## src/rtl/linear_bias_grad_batched_pkg.sv

```systemverilog
// linear_bias_grad_batched_pkg: shared fpu definitions (fp32 type, constants, reducer state enum)
package linear_bias_grad_batched_pkg;
  localparam int ADDR_W = 32;
  typedef logic [31:0] fp32_t;
  localparam fp32_t FP32_ZERO = 32'h0000_0000;
  localparam fp32_t FP32_QNAN = 32'h7FC0_0000;
  typedef enum logic [2:0] {IDLE, SETUP, RD_PRIOR, RD_GRAD, ADD, WRITE, DONE} state_t;
endpackage

```

## src/rtl/linear_bias_grad_batched_if.sv

```systemverilog
// linear_bias_grad_batched_if: memory handle, a word-addressed region with an avail/done access handshake
interface linear_bias_grad_batched_if #(parameter int ADDR_W = 32);
  logic [ADDR_W-1:0] region_begin, region_end, ptr;
  logic              r_en, w_en, avail, done, write_through;
  logic [31:0]       data_load, data_store;
  modport master(input region_begin, region_end, done, data_load,
                 output ptr, r_en, w_en, avail, data_store, write_through);
  modport slave(output region_begin, region_end, done, data_load,
                input ptr, r_en, w_en, avail, data_store, write_through);
endinterface

```

## src/rtl/linear_bias_grad_batched_fp32_add.sv

```systemverilog
// linear_bias_grad_batched_fp32_add: combinational IEEE-754 fp32 adder, round-to-nearest-even
module linear_bias_grad_batched_fp32_add
  import linear_bias_grad_batched_pkg::*;
(
  input  fp32_t x_i,
  input  fp32_t y_i,
  output fp32_t sum_o
);
  fp32_t       big, sml;
  logic [7:0]  eb, es, dd;
  logic [26:0] mb, ms, msh;
  logic [27:0] sum;
  logic [26:0] n;
  logic [4:0]  lz, sh;
  logic [9:0]  e, ef;
  logic [24:0] mr;
  logic [23:0] mf;
  logic        sub, stk, rnd, x_inf, y_inf, nan;
  always_comb begin
    big = (y_i[30:0] > x_i[30:0]) ? y_i : x_i;
    sml = (y_i[30:0] > x_i[30:0]) ? x_i : y_i;
    eb  = (big[30:23] == 8'd0) ? 8'd1 : big[30:23];
    es  = (sml[30:23] == 8'd0) ? 8'd1 : sml[30:23];
    mb  = {big[30:23] != 8'd0, big[22:0], 3'b000};
    ms  = {sml[30:23] != 8'd0, sml[22:0], 3'b000};
    dd  = eb - es;
    sub = big[31] ^ sml[31];
    stk = (dd > 8'd26) ? (ms != 27'd0) : ((ms & ((27'd1 << dd) - 27'd1)) != 27'd0);
    msh = ((dd > 8'd26) ? 27'd0 : (ms >> dd)) | 27'(stk);
    sum = sub ? ({1'b0, mb} - {1'b0, msh}) : ({1'b0, mb} + {1'b0, msh});
    lz  = 5'd27;
    for (int i = 0; i < 27; i++)
      if (sum[i]) lz = 5'(26 - i);
    // Left normalisation stops at the minimum exponent so tiny results come out subnormal
    sh  = ({3'b000, lz} < eb) ? lz : 5'(eb - 8'd1);
    n   = sum[27] ? {sum[27:2], sum[1] | sum[0]} : (sum[26:0] << sh);
    e   = sum[27] ? ({2'b00, eb} + 10'd1) : ({2'b00, eb} - {5'b00000, sh});
    rnd = n[2] & (n[1] | n[0] | n[3]);
    mr  = {1'b0, n[26:3]} + 25'(rnd);
    ef  = mr[24] ? e + 10'd1 : e;
    mf  = mr[24] ? mr[24:1] : mr[23:0];
    x_inf = (x_i[30:23] == 8'hFF) && (x_i[22:0] == 23'd0);
    y_inf = (y_i[30:23] == 8'hFF) && (y_i[22:0] == 23'd0);
    nan   = ((x_i[30:23] == 8'hFF) && !x_inf) || ((y_i[30:23] == 8'hFF) && !y_inf) ||
            (x_inf && y_inf && (x_i[31] ^ y_i[31]));
    sum_o = nan            ? FP32_QNAN :
            x_inf          ? x_i :
            y_inf          ? y_i :
            (sum == 28'd0) ? {big[31] & sml[31], 31'd0} :
            (ef >= 10'd255) ? {big[31], 8'hFF, 23'd0} :
            {big[31], mf[23] ? ef[7:0] : 8'd0, mf[22:0]};
  end
endmodule

```

## src/rtl/linear_bias_grad_batched.sv

```systemverilog
// linear_bias_grad_batched: column-sum of an fp32 gradient matrix into a bias-gradient vector
module linear_bias_grad_batched
  import linear_bias_grad_batched_pkg::*;
#(
  parameter int ROW_W = 16,
  parameter int COL_W = 16
) (
  input  logic                        clk,
  input  logic                        rst_l,
  linear_bias_grad_batched_if.master  a,
  linear_bias_grad_batched_if.master  d,
  input  logic                        go,
  input  logic                        accumulate,
  input  logic [ROW_W-1:0]            n_rows,
  input  logic [COL_W-1:0]            n_cols,
  output logic                        busy,
  output logic                        done,
  output logic                        err
);
  state_t              state_q, state_d;
  logic [ROW_W-1:0]    rows_q, rows_d, row_q, row_d;
  logic [COL_W-1:0]    cols_q, cols_d, col_q, col_d;
  logic                mode_q, mode_d, err_q, err_d;
  fp32_t               acc_q, acc_d, op_q, op_d, sum;
  logic [ADDR_W-1:0]   aptr_q, aptr_d, dptr_q, dptr_d, a_span, d_span;
  logic [ROW_W+COL_W-1:0] cells;
  logic                bad, last_row, last_col;
  linear_bias_grad_batched_fp32_add u_add (.x_i(acc_q), .y_i(op_q), .sum_o(sum));
  assign cells    = (ROW_W+COL_W)'(rows_q) * (ROW_W+COL_W)'(cols_q);
  assign a_span   = a.region_end - a.region_begin;
  assign d_span   = d.region_end - d.region_begin;
  assign bad      = (64'(cells) > 64'(a_span)) || (64'(cols_q) > 64'(d_span));
  assign last_row = row_q == rows_q - ROW_W'(1);
  assign last_col = col_q == cols_q - COL_W'(1);
  assign busy            = (state_q != IDLE) && (state_q != DONE);
  assign done            = state_q == DONE;
  assign err             = err_q;
  assign a.ptr           = aptr_q;
  assign a.r_en          = state_q == RD_GRAD;
  assign a.avail         = state_q == RD_GRAD;
  assign a.w_en          = 1'b0;
  assign a.data_store    = FP32_ZERO;
  assign a.write_through = 1'b0;
  assign d.ptr           = dptr_q;
  assign d.r_en          = state_q == RD_PRIOR;
  assign d.w_en          = state_q == WRITE;
  assign d.avail         = (state_q == RD_PRIOR) || (state_q == WRITE);
  assign d.data_store    = (state_q == WRITE) ? acc_q : FP32_ZERO;
  assign d.write_through = (state_q == WRITE) && last_col;
  always_comb begin
    state_d = state_q;
    rows_d  = rows_q;
    cols_d  = cols_q;
    mode_d  = mode_q;
    row_d   = row_q;
    col_d   = col_q;
    acc_d   = acc_q;
    op_d    = op_q;
    err_d   = err_q;
    aptr_d  = aptr_q;
    dptr_d  = dptr_q;
    case (state_q)
      IDLE: if (go) begin
        rows_d  = n_rows;
        cols_d  = n_cols;
        mode_d  = accumulate;
        state_d = SETUP;
      end
      SETUP: begin
        err_d   = bad;
        row_d   = '0;
        col_d   = '0;
        aptr_d  = a.region_begin;
        dptr_d  = d.region_begin;
        acc_d   = FP32_ZERO;
        state_d = (bad || rows_q == '0 || cols_q == '0) ? DONE : (mode_q ? RD_PRIOR : RD_GRAD);
      end
      RD_PRIOR: if (d.done) begin
        acc_d   = d.data_load;
        state_d = RD_GRAD;
      end
      RD_GRAD: if (a.done) begin
        op_d    = a.data_load;
        aptr_d  = aptr_q + ADDR_W'(cols_q);
        state_d = ADD;
      end
      ADD: begin
        acc_d   = sum;
        row_d   = last_row ? row_q : row_q + ROW_W'(1);
        state_d = last_row ? WRITE : RD_GRAD;
      end
      WRITE: if (d.done) begin
        dptr_d = dptr_q + ADDR_W'(1);
        if (last_col) state_d = DONE;
        else begin
          col_d   = col_q + COL_W'(1);
          row_d   = '0;
          aptr_d  = a.region_begin + ADDR_W'(col_q) + ADDR_W'(1);
          acc_d   = FP32_ZERO;
          state_d = mode_q ? RD_PRIOR : RD_GRAD;
        end
      end
      DONE: if (!go) state_d = IDLE;
      default: state_d = IDLE;
    endcase
  end
  always_ff @(posedge clk or negedge rst_l) begin
    if (!rst_l) begin
      state_q <= IDLE;
      rows_q  <= '0;
      cols_q  <= '0;
      mode_q  <= 1'b0;
      row_q   <= '0;
      col_q   <= '0;
      acc_q   <= FP32_ZERO;
      op_q    <= FP32_ZERO;
      err_q   <= 1'b0;
      aptr_q  <= '0;
      dptr_q  <= '0;
    end else begin
      state_q <= state_d;
      rows_q  <= rows_d;
      cols_q  <= cols_d;
      mode_q  <= mode_d;
      row_q   <= row_d;
      col_q   <= col_d;
      acc_q   <= acc_d;
      op_q    <= op_d;
      err_q   <= err_d;
      aptr_q  <= aptr_d;
      dptr_q  <= dptr_d;
    end
  end
endmodule

```

## src/flat_wrapper.sv

```systemverilog
// flat-port wrapper written by rule: the top's interface ports become plain ports
module linear_bias_grad_batched_flat import linear_bias_grad_batched_pkg::*;
#(
  parameter int ROW_W = 16,
  parameter int COL_W = 16
)
  (clk, rst_l, go, accumulate, n_rows, n_cols, busy, done, err, a_region_begin, a_region_end, a_done, a_data_load, a_ptr, a_r_en, a_w_en, a_avail, a_data_store, a_write_through, d_region_begin, d_region_end, d_done, d_data_load, d_ptr, d_r_en, d_w_en, d_avail, d_data_store, d_write_through);
  linear_bias_grad_batched_if a_i ();
  linear_bias_grad_batched_if d_i ();
  input  logic clk;
  input  logic rst_l;
  input  logic go;
  input  logic accumulate;
  input  logic [ROW_W-1:0] n_rows;
  input  logic [COL_W-1:0] n_cols;
  output logic busy;
  output logic done;
  output logic err;
  input wire logic [$bits(a_i.region_begin)-1:0] a_region_begin;
  input wire logic [$bits(a_i.region_end)-1:0] a_region_end;
  input wire logic [$bits(a_i.done)-1:0] a_done;
  input wire logic [$bits(a_i.data_load)-1:0] a_data_load;
  output wire logic [$bits(a_i.ptr)-1:0] a_ptr;
  output wire logic [$bits(a_i.r_en)-1:0] a_r_en;
  output wire logic [$bits(a_i.w_en)-1:0] a_w_en;
  output wire logic [$bits(a_i.avail)-1:0] a_avail;
  output wire logic [$bits(a_i.data_store)-1:0] a_data_store;
  output wire logic [$bits(a_i.write_through)-1:0] a_write_through;
  input wire logic [$bits(d_i.region_begin)-1:0] d_region_begin;
  input wire logic [$bits(d_i.region_end)-1:0] d_region_end;
  input wire logic [$bits(d_i.done)-1:0] d_done;
  input wire logic [$bits(d_i.data_load)-1:0] d_data_load;
  output wire logic [$bits(d_i.ptr)-1:0] d_ptr;
  output wire logic [$bits(d_i.r_en)-1:0] d_r_en;
  output wire logic [$bits(d_i.w_en)-1:0] d_w_en;
  output wire logic [$bits(d_i.avail)-1:0] d_avail;
  output wire logic [$bits(d_i.data_store)-1:0] d_data_store;
  output wire logic [$bits(d_i.write_through)-1:0] d_write_through;
  assign a_i.region_begin = a_region_begin;
  assign a_i.region_end = a_region_end;
  assign a_i.done = a_done;
  assign a_i.data_load = a_data_load;
  assign a_ptr = a_i.ptr;
  assign a_r_en = a_i.r_en;
  assign a_w_en = a_i.w_en;
  assign a_avail = a_i.avail;
  assign a_data_store = a_i.data_store;
  assign a_write_through = a_i.write_through;
  assign d_i.region_begin = d_region_begin;
  assign d_i.region_end = d_region_end;
  assign d_i.done = d_done;
  assign d_i.data_load = d_data_load;
  assign d_ptr = d_i.ptr;
  assign d_r_en = d_i.r_en;
  assign d_w_en = d_i.w_en;
  assign d_avail = d_i.avail;
  assign d_data_store = d_i.data_store;
  assign d_write_through = d_i.write_through;
  linear_bias_grad_batched #(.ROW_W(ROW_W), .COL_W(COL_W)) u_core (.clk(clk), .rst_l(rst_l), .a(a_i), .d(d_i), .go(go), .accumulate(accumulate), .n_rows(n_rows), .n_cols(n_cols), .busy(busy), .done(done), .err(err));
endmodule
```

## config.mk

```make
export PLATFORM = sky130hd
export DESIGN_NAME = linear_bias_grad_batched_flat
export DESIGN_NICKNAME = d
export VERILOG_FILES = /design/src/rtl/linear_bias_grad_batched_pkg.sv /design/src/rtl/linear_bias_grad_batched_if.sv /design/src/rtl/linear_bias_grad_batched_fp32_add.sv /design/src/rtl/linear_bias_grad_batched.sv /design/src/flat_wrapper.sv
export SDC_FILE = /design/constraint.sdc
export NUM_CORES = 2
export LEC_CHECK = 0
export CAP_MARGIN = 25
export CELL_PAD_IN_SITES_DETAIL_PLACEMENT = 0
export CELL_PAD_IN_SITES_GLOBAL_PLACEMENT = 2
export CORE_MARGIN = 2
export CORE_UTILIZATION = 30
export DETAILED_ROUTE_END_ITERATION = 10
export HOLD_SLACK_MARGIN = 0.08
export PLACE_DENSITY = 0.84
export SLEW_MARGIN = 20
export SYNTH_ARGS = -nofsm -noshare
export SYNTH_HDL_FRONTEND = slang
export SYNTH_SLANG_ARGS = --single-unit
```

## constraint.sdc

```tcl
create_clock -name clk -period 37 [get_ports clk]
set_input_delay 7.4 -clock clk [delete_from_list [all_inputs] [get_ports clk]]
set_output_delay 7.4 -clock clk [all_outputs]
set_load 0.01 [all_outputs]
```

==> After elaboration in Yosys (flattened, before gate mapping) <==
Index checks and enable logic that the tools add are counted.
{ "word_totals": {"regBits": 197, "inputBits": 230, "output_inout_bits": 139, "elab_cells": 182} }
{ "classes": {"addsub": 19, "multipliers": 1, "n_lt_le_gt_ge": 6, "eq_ne": 19, "shifts": 3, "mux": 73, "bitwise": 9, "n_reduce_logical": 41} }
{ "ops": {"columns": ["operator", "n"], "rows": [
  ["$mux 32", 14],
  ["$mux 5", 27],
  ["$pmux 32 s4", 1],
  ["$pmux 32 s3", 1],
  ["$mux 16", 5],
  ["$add 32x1->32 const B", 2],
  ["$add 32x16->32", 2],
  ["$pmux 32 s2", 1],
  ["$sub 32x32->32", 2],
  ["$mux 27", 2],
  ["$pmux 16 s3", 1],
  ["$logic_not 23->1", 2],
  ["$add 16x1->16 const B", 2],
  ["$eq 16x16->1", 2],
  ["$gt 16x32->1", 1],
  ["$gt 32x32->1", 1],
  ["$logic_not 16->1", 2],
  ["$mul 16x16->32", 1],
  ["$pmux 16 s2", 1],
  ["$sub 16x1->16 const B", 2],
  ["$gt 31x31->1", 1],
  ["$mux 31", 1],
  ["$add 27x27->28", 1],
  ["$logic_not 28->1", 1],
  ["other kinds (47)", 95]
]} }

==> Longest topological paths before layout <==
{ "depth": {"depth_word": 56, "ltp_mapped": 81, "ltp_nobuf": 71} }

==> Hierarchy <==
A second synthesis with hierarchy kept.
{ "hier_totals": {"cells_unflattened": 5302, "hier_area_um2": 40112.2} }
{ "modules_own_cells": {"columns": ["module", "instances", "cells_each", "area_each_um2", "seq_area_each_um2"], "rows": [
  ["linear_bias_grad_batched", 1, 3156, 26486.7, 4929.7],
  ["linear_bias_grad_batched_fp32_add", 1, 2146, 13625.6, 0.0]
]} }

==> Least setup slack after synthesis <==
No wires, ideal clock.
{ "synth_timing": {"path_type": "reg2reg", "start": "reg u_core.acc_q[30]", "end": "reg u_core.acc_q[22]", "setup_ns": 0.094, "arrival_ns": 15.755, "required_ns": 36.906, "setup_slack_ns": 21.151, "stages_incl_launch_ff": 77, "n_path_buf": 17, "period_less_slack_ns": 15.849, "path_cell_list": "dfrtp_1 > clkbuf_1 > inv_1 > ha_1 > nand4_4 > nor3_2 > a2bb2oi_4 > and4_1 > buf_2 > nor2_2 > buf_1 > buf_2 > clkbuf_1 > nand2_1 > o21ai_1 > inv_1 > nand4_1 > and2_1 > [... 41 more ...] > buf_2 > buf_1 > ha_1 > fa_1 > o21ai_0 > o21ai_0 > a31oi_1 > o21a_1 > o21ai_0 > xnor2_1 > and3_1 > nand4b_1 > nand4b_1 > mux2_2 > a21o_1 > buf_6 > a211o_1 > a221oi_2"} }
{ "synth_between": {"elab_chain_len": 56, "elab_cells_between_ends": 85, "classes_between": "add/sub: 9; order compare: 4; eq/ne: 2; shift: 3; mux: 45; bitwise: 7; reduce/logical: 15"} }
{ "synth_rtl": {"columns": ["element", "line_no", "text"], "rows": [
  ["start, declared", "linear_bias_grad_batched.sv:24", "fp32_t acc_q, acc_d, op_q, op_d, sum;"],
  ["start signal, assigned", "linear_bias_grad_batched.sv:115", "acc_q <= FP32_ZERO;"],
  ["start signal, assigned", "linear_bias_grad_batched.sv:127", "acc_q <= acc_d;"],
  ["$gt 31x31->1", "linear_bias_grad_batched_fp32_add.sv:20, linear_bias_grad_batched_fp32_add.sv:21", null],
  ["$mux 32 (on tied branches)", "linear_bias_grad_batched_fp32_add.sv:20, linear_bias_grad_batched_fp32_add.sv:21", null],
  ["$logic_not 8->1 (on tied branches)", "linear_bias_grad_batched_fp32_add.sv:22, linear_bias_grad_batched_fp32_add.sv:23", null],
  ["$mux 8 (on tied branches)", "linear_bias_grad_batched_fp32_add.sv:22, linear_bias_grad_batched_fp32_add.sv:23", null],
  ["$sub 8x8->8", "linear_bias_grad_batched_fp32_add.sv:26", "dd = eb - es;"],
  ["$shl 1x8->27", "linear_bias_grad_batched_fp32_add.sv:28", "stk = (dd > 8'd26) ? (ms != 27'd0) : ((ms & ((27'd1 << dd) - 27'd1)) != 27'd0);"],
  ["$sub 27x1->27", "linear_bias_grad_batched_fp32_add.sv:28", null],
  ["$and 27x27->27", "linear_bias_grad_batched_fp32_add.sv:28", null],
  ["[... 40 more ...]", null, null],
  ["$mux 10", "linear_bias_grad_batched_fp32_add.sv:40", "ef = mr[24] ? e + 10'd1 : e;"],
  ["$ge 10x8->1", "linear_bias_grad_batched_fp32_add.sv:50", "(ef >= 10'd255) ? {big[31], 8'hFF, 23'd0} :"],
  ["$mux 31", "linear_bias_grad_batched_fp32_add.sv:50", null],
  ["$mux 32", "linear_bias_grad_batched_fp32_add.sv:49", "(sum == 28'd0) ? {big[31] & sml[31], 31'd0} :"],
  ["$mux 32", "linear_bias_grad_batched_fp32_add.sv:48", "y_inf ? y_i :"],
  ["$mux 32", "linear_bias_grad_batched_fp32_add.sv:47", "x_inf ? x_i :"],
  ["$mux 32", "linear_bias_grad_batched_fp32_add.sv:46", "sum_o = nan ? FP32_QNAN :"],
  ["$pmux 32 s4", "linear_bias_grad_batched.sv:62", "case (state_q)"]
]} }
Several ways; a longest one is shown, not always the timed one. The select of a mux whose other input is x is not followed.
A chain may end at the register's enable or synchronous reset.

==> Worst setup path after layout <==
{ "layout_timing": {"start": "reg u_core.acc_q[13]", "end": "reg u_core.acc_q[9]"} }
Same word-level chain as after synthesis.

==> impl_results.md <==
- Origin of the worst setup path: u_core.acc_q[13]$_DFFE_PN0P_
- Later-pin clock latency in the skew report: 0.53 ns
- Clock transition time at the flip-flop clock pins of the worst setup and hold paths: about 0.090 ns
- Initial antenna violation count: 17
- Synthesis-to-finish area growth: 14.9%
- Starting DRC count in detailed routing: 3634
- Placer congestion estimate: between 0.9 and 1
- Maximum level of the CTS H-tree: 4
- CTS max path bufs: 2
- Startpoint-to-endpoint class of the critical path: register to register
- Worst relative slew slack: 16.9%
- Number of pins exceeding their max-slew limit in the final report: 0
- Netlist area before placement: approximately 37000 sq um
- Kind of path behind the tightest hold check: register to register
- Total negative slack: 0 ns
- Slowest cell on the critical path: nand4_2
- Maximum clock rate: roughly 51 MHz
- Count of yosys warnings during synthesis: 0
- Total via count after detailed routing: 37739
- Result of the run: finished, final reports clean
- Count of antenna-violating nets left after detailed routing: 0
- Vertical die dimension: approximately 350 microns
- Post-synthesis register bit count: 197
- Count of TritonRoute iterations in the first routing pass: 6
- Final Skew: 0.0276 ns
- Sort of element at the start of the critical path: register
- Synth top area share: 13.4%
- RSZ-0062 raised after global routing: no
- Core region area: between 100000 and 150000 sq um
- Critical-path maximum fanout: 47
- Final routed DRC violation total: 0
- Cell accounting for the most synthesized area: dfrtp_1
- Time the final worst path needs with I/O delays and setup: a little under 20 ns
- Global Route Usage Sum: 25.5%
- Horizontal die dimension: 355 microns
- Share of synthesized registers carrying an async set or reset: 100%
- Most numerous cell in the Yosys netlist: nand2_1
- Global-route wire length before repair: roughly 240000 microns
- WP data arrival: between 15 and 20 ns
- Hold_sp: u_core.mode_q$_DFFE_PN0P_
- Full die area: 126000 sq um
- Proportion of synthesized chip area in sequential cells: 13.4%
- Net count, final: roughly 6000
- Detailed placement HPWL: 131000 microns
- Vias per Instance: between 5 and 6
- Vias in the first global route: roughly 37000
- Port-buffer cells: between 300 and 400
- Commonest cells in the synthesized netlist: nand2_1 (522), inv_1 (499), nor2_1 (378)
- Average wire per cell in the routed design: between 20 and 25 microns
- # setup viols final: 0
- TritonCTS clock tree: yes
- Reg-to-reg critical path startpoint: u_core.acc_q[13]$_DFFE_PN0P_
- CTS sink count: ~200
- Number of enable-type register cells in the synthesized netlist: 0
- Maximum number of pins on one net before global-route repair: approximately 100
- Starting utilization of the core area: a little under a third
- Leading cell types by total area after synthesis: dfrtp_1 (13%), ha_1 (12%), fa_1 (11%), nand2_1 (5.3%), inv_1 (5.1%)
- Fraction of layout cells with a size suffix above 1: under 10%
- Number of buffers created by CTS: 17
- Slowest Stage Delay on Critical Path: a little over 0.7 ns
- I/O pin cnt: approximately 370
- Share of the clock period used by the worst path: 52.9%
- Post-cts sizing count: 0
- Transition time at the pin with the least slew margin: ~1.2 ns
- Final Hold Fails: 0
- Clock Root Buffer: clkbuf_16
- Overall routed net length: roughly 160000 microns
- GRT Residual Overflow: 0
- Post-CTS setup buffer count: 0
- Number of hold buffers added after cts: 0
- Leading register cell type out of synthesis: dfrtp_1
- CP Capture Type: register
- Syn Inst Count: 4895
- Synth Area per Inst: approximately 7.5 sq um
- Standard-cell row count: 128
- Number of filler cells placed in the layout: roughly 13000
- Worst path required time: ~37 ns
- Number of violations of the max-capacitance limit: 0
- Number of distinct standard cells referenced by the synthesized netlist: around 120
## placed cells by master, fill, tap and decap left out, types with 54 or more instances in the layout
| cell | instances |
|---|---|
| nand2_1 | 519 |
| inv_1 | 499 |
| nor2_1 | 377 |
| a21oi_1 | 357 |
| ha_1 | 351 |
| clkdlybuf4s50_1 | 333 |
| o21ai_0 | 313 |
| fa_1 | 201 |
| dfrtp_1 | 196 |
| xnor2_1 | 149 |
| nand3_1 | 137 |
| and2_1 | 105 |
| nor3_1 | 89 |
| mux2_2 | 78 |
| xor2_1 | 74 |
| buf_4 | 72 |
| a21o_1 | 70 |
| nand4_1 | 63 |
| mux2i_1 | 61 |
| and3_1 | 59 |
| nand2b_1 | 56 |
| o22ai_1 | 55 |
| o211ai_1 | 54 |
## flip-flops by register name, indices dropped and copies added (netlist names)
| register | count |
|---|---|
| u_core.a.ptr | 32 |
| u_core.cols_q | 16 |
| u_core.col_q | 16 |
| u_core.state_q | 3 |
| u_core.d.ptr | 32 |
| u_core.row_q | 16 |
| u_core.mode_q | 1 |
| u_core.err | 1 |
| u_core.rows_q | 16 |
| u_core.op_q | 32 |
| u_core.acc_q | 32 |
## per-layer routing
metal  part of all wire (%)  global-route usage (%)
met5                   0.10                       0
met1                     46                    36.2
met2                     42                    38.2
met4                    4.0                    9.38
met3                    7.5                    4.62
## worst paths after layout
check | endpoint | slack (ns) | cells past startpoint
worst max register to register | u_core.acc_q[9]$_DFFE_PN0P_ | 17.41 | 66
worst max-delay path | u_core.acc_q[9]$_DFFE_PN0P_ | 17.41 | 66
worst min register to register | u_core.mode_q$_DFFE_PN0P_ | 0.53 | 1
min in group asynchronous | u_core.a.ptr[9]$_DFFE_PN0P_ | 6.92 | 1
worst min-delay path | u_core.mode_q$_DFFE_PN0P_ | 0.53 | 1
max in group asynchronous | u_core.op_q[7]$_DFFE_PN0P_ | 27.91 | 3
## critical path: cells and delay by family, from the launching register on
kind / cells / cell delay (ns)
adder cells (fa/ha/maj): 6 / 1.95
AO/OA/AOI/OAI: 29 / 8.74
flip-flops: 1 / 0.42
XOR/XNOR: 2 / 0.49
AND/OR/NAND/NOR: 18 / 5.32
multiplexers: 2 / 0.53
buffers and inverters: 9 / 1.86
## kinds of logic (layout without fill, tap and decap cells)
family	Yosys count	after routing	share of synthesized area, %
AND/OR/NAND/NOR	1618	1618	21.1
flip-flops	197	197	13.4
buffers and inverters	806	952	8.76
other	1	38	0.0102
multiplexers	148	148	4.58
adder cells (fa/ha/maj)	554	554	22.9
AO/OA/AOI/OAI	1344	1344	23.9
XOR/XNOR	227	227	5.41
## per-stage QoR
| step | instances | area [sq um] | utilization, % | setup WS [ns] | hold slack (ns) |
|---|---|---|---|---|---|
| 2_1_floorplan | 4928 | 37000 | - | 21.15 | 0.481 |
| 3_3_place_gp | 6659 | 41700 | 34.2 | 18.46 | 0.496 |
| 3_5_place_dp | 6662 | 41700 | 34.2 | 18.07 | 0.509 |
| 4_1_cts | 6694 | 42400 | 34.7 | 17.94 | 0.531 |
| 5_1_grt | 6700 | 42400 | 34.8 | 16.21 | 0.559 |
| 6_report | 6703 | 42400 | 34.8 | 17.41 | 0.532 |
## cell type report
type                            instances  area (sq um)  share of cell area (%)
Multi-Input combinational cell       3925         29000                    68.3
Tap cell                             1625          2030                    4.79
Antenna cell                            4          10.0                  0.0236
Inverter                              507          1910                    4.51
Clock inverter                         15           186                   0.440
Sequential cell                       197          4930                    11.6
Timing Repair Buffer                  413          3940                    9.29
Clock buffer                           17           425                    1.00
Power is left out: the tool's default activity adds up to more than one toggle a clock period on the data nets, which glitch-free logic cannot reach.
